--- config.mk ---
export PLATFORM = sky130hd
export DESIGN_NAME = cube_display_driver_flat
export DESIGN_NICKNAME = d
export VERILOG_FILES = /design/src/rtl/cube_pkg.sv /design/src/rtl/cube_display_driver_if.sv /design/src/rtl/cube_display_driver_layer_serializer.sv /design/src/rtl/cube_display_driver.sv /design/src/flat_wrapper.sv
export SDC_FILE = /design/constraint.sdc
export NUM_CORES = 2
export LEC_CHECK = 0
export CAP_MARGIN = 15
export CORE_MARGIN = 8
export CORE_UTILIZATION = 57
export CTS_BUF_LIST = sky130_fd_sc_hd__clkbuf_8
export CTS_CLUSTER_DIAMETER = 80
export DETAILED_ROUTE_END_ITERATION = 10
export DONT_BUFFER_PORTS = 1
export PLACE_DENSITY = 0.72
export SYNTH_ARGS = -nofsm -noshare
export SYNTH_HDL_FRONTEND = slang
export SYNTH_SLANG_ARGS = --single-unit
--- constraint.sdc ---
create_clock -name Clk -period 25.3 [get_ports Clk]
set_input_delay 5.06 -clock Clk [delete_from_list [all_inputs] [get_ports Clk]]
set_output_delay 5.06 -clock Clk [all_outputs]
set_load 0.005 [all_outputs]
--- src/rtl/cube_pkg.sv ---
// Shared cube definitions: geometry, cell indexing, display scan states.
// Latency: n/a (types, constants and pure functions only).
// Backpressure: n/a.
// Used by the display driver, the Conway simulator and the setup/editor logic.
package cube_pkg;

  localparam int N_SIDE     = 8;
  localparam int N_CELLS    = 512;
  localparam int LAYER_BITS = 64;

  // Display scan sequencer states.
  typedef enum logic [1:0] {
    ST_START = 2'd0,
    ST_SHIFT = 2'd1,
    ST_LATCH = 2'd2,
    ST_HOLD  = 2'd3
  } disp_state_t;

  // Flat cell index: z selects the layer, y the row, x the column.
  function automatic int unsigned idx(input int unsigned x,
                                      input int unsigned y,
                                      input int unsigned z);
    return z * 64 + y * 8 + x;
  endfunction

  // Bits needed for a counter running 0 .. max(a, b) - 1 (at least 1 bit).
  function automatic int cnt_width(input int a, input int b);
    int m;
    m = (a > b) ? a : b;
    return (m < 2) ? 1 : $clog2(m);
  endfunction

endpackage

--- src/rtl/cube_display_driver_if.sv ---
// Bundle between the cell source / LED cube hardware and the display driver.
// Latency: n/a (wiring only).
// Backpressure: none; Cells_valid is a level, display outputs are free-running.
// Ports: Cells/Cells_valid flow into the driver; Frame_taken, SR_data, SR_clk,
// SR_latch, Layer_en and Frame_done flow out. The driver uses the slave modport.
interface cube_display_driver_if;
  import cube_pkg::*;

  logic [N_CELLS-1:0] Cells;
  logic               Cells_valid;
  logic               Frame_taken;
  logic               SR_data;
  logic               SR_clk;
  logic               SR_latch;
  logic [N_SIDE-1:0]  Layer_en;
  logic               Frame_done;

  modport master (
    output Cells, Cells_valid,
    input  Frame_taken, SR_data, SR_clk, SR_latch, Layer_en, Frame_done
  );

  modport slave (
    input  Cells, Cells_valid,
    output Frame_taken, SR_data, SR_clk, SR_latch, Layer_en, Frame_done
  );

endinterface

--- src/rtl/cube_display_driver_layer_serializer.sv ---
// 64-bit parallel-load PISO, MSB first, with a divided shift clock.
// Latency: first bit on SR_data the cycle after load; 128*CLK_DIV cycles total.
// Backpressure: none; a load restarts the shift unconditionally.
// Ports: Clk, Reset (async, high); load + data[63:0] in; SR_data, SR_clk out;
// done pulses on the last cycle of bit 0's high phase.
module layer_serializer
  import cube_pkg::*;
#(
  parameter int CLK_DIV = 2,
  parameter int CNT_W   = 2
) (
  input  logic                  Clk,
  input  logic                  Reset,
  input  logic                  load,
  input  logic [LAYER_BITS-1:0] data,
  output logic                  SR_data,
  output logic                  SR_clk,
  output logic                  done
);

  localparam logic [CNT_W-1:0] DIV_LAST = CNT_W'(CLK_DIV - 1);

  logic [LAYER_BITS-1:0] shreg;
  logic [5:0]            bit_cnt;
  logic [CNT_W-1:0]      div_cnt;
  logic                  phase;   // 0 = SR_clk low half, 1 = high half
  logic                  active;
  logic                  half_end;

  assign half_end = active && (div_cnt == DIV_LAST);

  always_ff @(posedge Clk or posedge Reset) begin
    if (Reset) begin
      shreg   <= '0;
      bit_cnt <= 6'd63;
      div_cnt <= '0;
      phase   <= 1'b0;
      active  <= 1'b0;
    end else if (load) begin
      shreg   <= data;
      bit_cnt <= 6'd63;
      div_cnt <= '0;
      phase   <= 1'b0;
      active  <= 1'b1;
    end else if (active) begin
      if (half_end) begin
        div_cnt <= '0;
        if (!phase) begin
          phase <= 1'b1;
        end else begin
          // Data only advances at the end of the high half, so it is
          // already stable before the next rising edge.
          phase <= 1'b0;
          shreg <= {shreg[LAYER_BITS-2:0], 1'b0};
          if (bit_cnt == 6'd0) begin
            active <= 1'b0;
          end else begin
            bit_cnt <= bit_cnt - 6'd1;
          end
        end
      end else begin
        div_cnt <= div_cnt + CNT_W'(1);
      end
    end
  end

  assign SR_data = active & shreg[LAYER_BITS-1];
  assign SR_clk  = active & phase;
  assign done    = half_end & phase & (bit_cnt == 6'd0);

endmodule

--- src/rtl/cube_display_driver.sv ---
// Scans the 8x8x8 LED cube layer by layer from a tear-free shadow frame buffer.
// Latency: layer = 1 + 128*CLK_DIV + 1 + LAYER_HOLD cycles; frame = 8 layers.
// Backpressure: none; Cells is sampled only at the layer-0 START, else ignored.
// Ports: Clk, Reset (async, active-high); bus (slave) carries Cells/Cells_valid
// in and Frame_taken, SR_data, SR_clk, SR_latch, Layer_en, Frame_done out.
module cube_display_driver
  import cube_pkg::*;
#(
  parameter int CLK_DIV    = 2,
  parameter int LAYER_HOLD = 64
) (
  input  logic                  Clk,
  input  logic                  Reset,
  cube_display_driver_if.slave  bus
);

  localparam int               CNT_W     = cnt_width(CLK_DIV, LAYER_HOLD);
  localparam logic [CNT_W-1:0] HOLD_LAST = CNT_W'(LAYER_HOLD - 1);

  disp_state_t           state, state_nx;
  logic [N_CELLS-1:0]    frame_buf;
  logic [2:0]            z;
  logic [CNT_W-1:0]      hold_cnt;
  logic                  hold_last;
  logic                  capture;
  logic                  ser_load;
  logic                  ser_done;
  logic [LAYER_BITS-1:0] layer_dat;

  logic                  latch_c;
  logic                  frame_done_c;
  logic [N_SIDE-1:0]     layer_en_c;

  // Reset gates the capture strobe so Frame_taken stays low while Reset is
  // held, even though the held state already looks like a layer-0 START.
  assign capture  = (state == ST_START) && (z == 3'd0) && bus.Cells_valid && !Reset;
  assign ser_load = (state == ST_START);

  // On a capture cycle the buffer is only written at the clock edge, so layer 0
  // has to be fed straight from Cells to show the new generation immediately.
  assign layer_dat = capture ? bus.Cells[LAYER_BITS-1:0]
                             : frame_buf[{z, 6'd0} +: LAYER_BITS];

  assign hold_last = (hold_cnt == HOLD_LAST);

  layer_serializer #(
    .CLK_DIV (CLK_DIV),
    .CNT_W   (CNT_W)
  ) u_ser (
    .Clk     (Clk),
    .Reset   (Reset),
    .load    (ser_load),
    .data    (layer_dat),
    .SR_data (bus.SR_data),
    .SR_clk  (bus.SR_clk),
    .done    (ser_done)
  );

  always_ff @(posedge Clk or posedge Reset) begin
    if (Reset) begin
      state     <= ST_START;
      frame_buf <= '0;
      z         <= 3'd0;
      hold_cnt  <= '0;
    end else begin
      state <= state_nx;
      if (capture) begin
        frame_buf <= bus.Cells;
      end
      if (state == ST_HOLD) begin
        if (hold_last) begin
          hold_cnt <= '0;
          z        <= z + 3'd1;  // 7 wraps to 0 for the next frame
        end else begin
          hold_cnt <= hold_cnt + CNT_W'(1);
        end
      end
    end
  end

  always_comb begin
    state_nx     = state;
    latch_c      = 1'b0;
    frame_done_c = 1'b0;
    layer_en_c   = '0;
    case (state)
      ST_START: begin
        state_nx = ST_SHIFT;
      end
      ST_SHIFT: begin
        if (ser_done) begin
          state_nx = ST_LATCH;
        end
      end
      ST_LATCH: begin
        latch_c  = 1'b1;
        state_nx = ST_HOLD;
      end
      ST_HOLD: begin
        layer_en_c[z] = 1'b1;
        if (hold_last) begin
          frame_done_c = (z == 3'd7);
          state_nx     = ST_START;
        end
      end
      default: begin
        state_nx = ST_START;
      end
    endcase
  end

  assign bus.Frame_taken = capture;
  assign bus.SR_latch    = latch_c;
  assign bus.Layer_en    = layer_en_c;
  assign bus.Frame_done  = frame_done_c;

endmodule

--- src/flat_wrapper.sv ---
// flat-port wrapper written by rule: the top's interface ports become plain ports
module cube_display_driver_flat import cube_pkg::*;
#(
  parameter int CLK_DIV    = 2,
  parameter int LAYER_HOLD = 64
)
  (Clk, Reset, bus_Cells, bus_Cells_valid, bus_Frame_taken, bus_SR_data, bus_SR_clk, bus_SR_latch, bus_Layer_en, bus_Frame_done);
  cube_display_driver_if bus_i ();
  input  logic Clk;
  input  logic Reset;
  input wire logic [$bits(bus_i.Cells)-1:0] bus_Cells;
  input wire logic [$bits(bus_i.Cells_valid)-1:0] bus_Cells_valid;
  output wire logic [$bits(bus_i.Frame_taken)-1:0] bus_Frame_taken;
  output wire logic [$bits(bus_i.SR_data)-1:0] bus_SR_data;
  output wire logic [$bits(bus_i.SR_clk)-1:0] bus_SR_clk;
  output wire logic [$bits(bus_i.SR_latch)-1:0] bus_SR_latch;
  output wire logic [$bits(bus_i.Layer_en)-1:0] bus_Layer_en;
  output wire logic [$bits(bus_i.Frame_done)-1:0] bus_Frame_done;
  assign bus_i.Cells = bus_Cells;
  assign bus_i.Cells_valid = bus_Cells_valid;
  assign bus_Frame_taken = bus_i.Frame_taken;
  assign bus_SR_data = bus_i.SR_data;
  assign bus_SR_clk = bus_i.SR_clk;
  assign bus_SR_latch = bus_i.SR_latch;
  assign bus_Layer_en = bus_i.Layer_en;
  assign bus_Frame_done = bus_i.Frame_done;
  cube_display_driver #(.CLK_DIV(CLK_DIV), .LAYER_HOLD(LAYER_HOLD)) u_core (.Clk(Clk), .Reset(Reset), .bus(bus_i));
endmodule
==> flow_summary.toml <==
[sta]
tns_ns = 0
hold_slack_ns = 0.4693
fin_crit_sh_pct = 46.05
rsz0062_at_grt = "no"
worstMarginPinSlew_ns = 1.119
setup_violations = 0
drv_slew = 0
clock_skew_ns = 0.02099
period_needed_ns = 11.65
fmax_ghz = 0.08583
slew_headroom_pct = 25.37
worst_slack_ns = 13.65
hold_viol_final = 0

[synthesis]
synthAdderAreaFrac_pct = 0.5413
yosys.area.top_type = "dfrtp_1"
yosys.area_share.simple_pct = 26.81
syn_avg_cell_area_sq_um = 8.717
synth_xor_area_share_pct = 0.2526
synth_edf_count = 0
synth_seq_cells = 601
synthesis.nets = 3709
synthCells = 3182
yosysUniqueCellTypes = 46
ys_top_cells_by_count = "nand2_1, dfrtp_1, mux2i_1"
synthArstFlopShare_pct = 100.0
yosysMostFrequentCell = "nand2_1"
synth_top_family_by_area = "simple AND/OR/NAND/NOR gates"
synth_ff_type = "dfrtp_1"
seq_area_frac_synth_pct = 54.25
netlist_area_sq_um = 27740
synth_compound_area_share_pct = 5.115
synth.area.top_cells = "dfrtp_1, nand2_1, mux2i_1, a22oi_1, nor3_1"
synth_top_area_share_pct = 53.68
ys_warn_count = 0
muxShareOfSynthArea_pct = 9.437

[route]
drc = 0
wirelength_met1_mm = 32.27
topRoutingLayerUsed = "met5"
wl_mm = 77.42
route.met2.wl_mm = 36.06
vias = 21936
wl_met3_mm = 6.746
vias_per_cell = 5.777
antenna_left = 0
post_drt_wl_per_cell_um = 20.39
drt_pass1_iterations = 6
drt_iter0_drc = 1953

[floorplanning]
ioPinCount = 528
num_rows = 81
coreArea_sq_um = 48440
die_area_sq_um = 55980
die_h_um = 236.6
die_x_um = 236.6
initial_core_util_pct = 57.26

[clock_network]
cts_tree = "yes"
cts.repair.resized = 0
clockRootBuffer = "clkbuf_8"
clock-sinks = 601
hold_buffers = 0
cts.htree.levels = 3
cts_post_setup_buffers_inserted = 0
cts.clk_slew.worst_paths_ns = 0.06
cts_made_buffers = 97
clk_latency_ns = 0.69
clock_path_buffers = 3

[setup_path]
crit_type = "in2out"
rrSetupSlack_ns = 20.31
worstSetupStartpointType = "input port"
timing.critical_path.cells = "and4bb_1 > nand2_8 > inv_8"
crit_required_ns = 20.24
crit_arrival_ns = 6.59
max_stage_delay_ns = 0.57
worst_setup_path_end_kind = "primary output"
cp_slowest_cell = "inv_8"
path_max_fanout = 102

[finish]
nets = 3617
seq_area_sq_um = 15050
final_util_pct = 61.56
drive_above_1_share_pct = 5.841
stdcell_area_sq_um = 29820
multi_input_area_sq_um = 11760
instances_no_fill = 3797
area_growth_pct = 7.510
n_fill_cell = 4173

[pwr]
power_leakage_nw = 15.27
p_per_area_nw_per_um2 = 64.23
p_seq_share_pct = 53.1
clkPwrFrac_pct = 43.4
p_sw_share_pct = 23.62
vdd_drop_max_v = 0.00005368
total_power_mw = 1.915
combPwrFrac_pct = 3.5
p_int_mw = 1.463
switchingPower_uw = 452.4

[global_route]
grt_max_degree = 175
antenna_found_initial = 11
grt_pass1_vias = 21826
grt.total_usage_pct = 27.06
grt_pass1_wl_mm = 122.1
grt.overflow.total = 0

[place]
place.gp.congestion = 0.8730
dpl.cell_count = 3612
portBuffers = 0
dp_hpwl_mm = 52.79
dp_slack_ns = 13.71
dpl_cell_area_sq_um = 27840

[status]
outcome = "finished, final reports clean"

[flow_run]
maxCapViolCount = 0

[hold_path]
holdCritPathClass = "reg2reg"
cells by family (layout without fill, tap and decap cells):
group | after synthesis | after routing
other | 0 | 8
AND/OR/NAND/NOR | 1861 | 1861
multiplexers | 261 | 261
XOR/XNOR | 8 | 8
buffers and inverters | 225 | 210
flip-flops | 601 | 601
adder cells (fa/ha/maj) | 12 | 12
AO/OA/AOI/OAI | 214 | 214
final timing paths:
kind | start | to | cells past startpoint
max | Reset | bus_Frame_taken | 3
min | u_core.frame_buf[280] | u_core.frame_buf[280] | 2
max reg2reg | u_core.z[0] | u_core.frame_buf[399] | 9
min reg2reg | u_core.frame_buf[280] | u_core.frame_buf[280] | 2
max in group asynchronous | Reset | u_core.frame_buf[420] | 3
min in group asynchronous | Reset | u_core.frame_buf[192] | 1
area by class of cell:
class,count,share of cell area [%]
Sequential cell,601,50.47
Multi-Input combinational cell,2356,39.44
Clock buffer,118,5.446
Tap cell,622,2.610
Clock inverter,58,1.041
Timing Repair Buffer,24,0.7552
Inverter,10,0.1762
Antenna cell,8,0.06713
power by group through the flow:
| stage | registers, mW | logic [mW] | clock network, mW |
|---|---|---|---|
| 5_1_grt | 1.02 | 0.0784 | 0.893 |
| 2_1_floorplan | 1.03 | 0.0529 | 0 |
| 3_5_place_dp | 1.03 | 0.0676 | 0 |
| 4_1_cts | 1.02 | 0.0681 | 0.849 |
| 6_report | 1.02 | 0.0662 | 0.832 |
| 3_3_place_gp | 1.03 | 0.0644 | 0 |
worst max-delay path: cells and delay by family:
family / cells / cell delay (ns)
buffers and inverters: 1 / 0.57
AND/OR/NAND/NOR: 2 / 0.79
state kept, by name, indices dropped and copies added, names as in the netlist:
| signal | cells |
|---|---|
| u_core.frame_buf | 512 |
| u_core.hold_cnt | 6 |
| u_core.state | 2 |
| u_core.u_ser.active | 1 |
| u_core.u_ser.bit_cnt | 6 |
| u_core.u_ser.div_cnt | 6 |
| u_core.u_ser.phase | 1 |
| u_core.u_ser.shreg | 64 |
| u_core.z | 3 |
cell usage in the layout (no fill, tap or decap), types with 4 or more instances in the layout:
cell      instances
a21oi_1          69
a22oi_1         126
buf_4            21
clkbuf_8        118
clkinv_2         11
dfrtp_1         594
dfstp_2           6
diode_2           8
ha_1             11
inv_1            46
mux2_2            4
mux2i_1         257
nand2_1        1551
nand3_1           4
nand4_1           7
nor2_1           76
nor3_1          127
nor4_1           61
o21ai_0           8
or3_1             4
xor2_1            5
layer usage:
metal	GRT usage [%]	vias to the layer above
met1	36.13	10722
met2	42.12	842
met3	7.928	161
met5	0	-
li1	-	10205
met4	9.287	6
No activity file was read; power rests on OpenSTA's default activity.
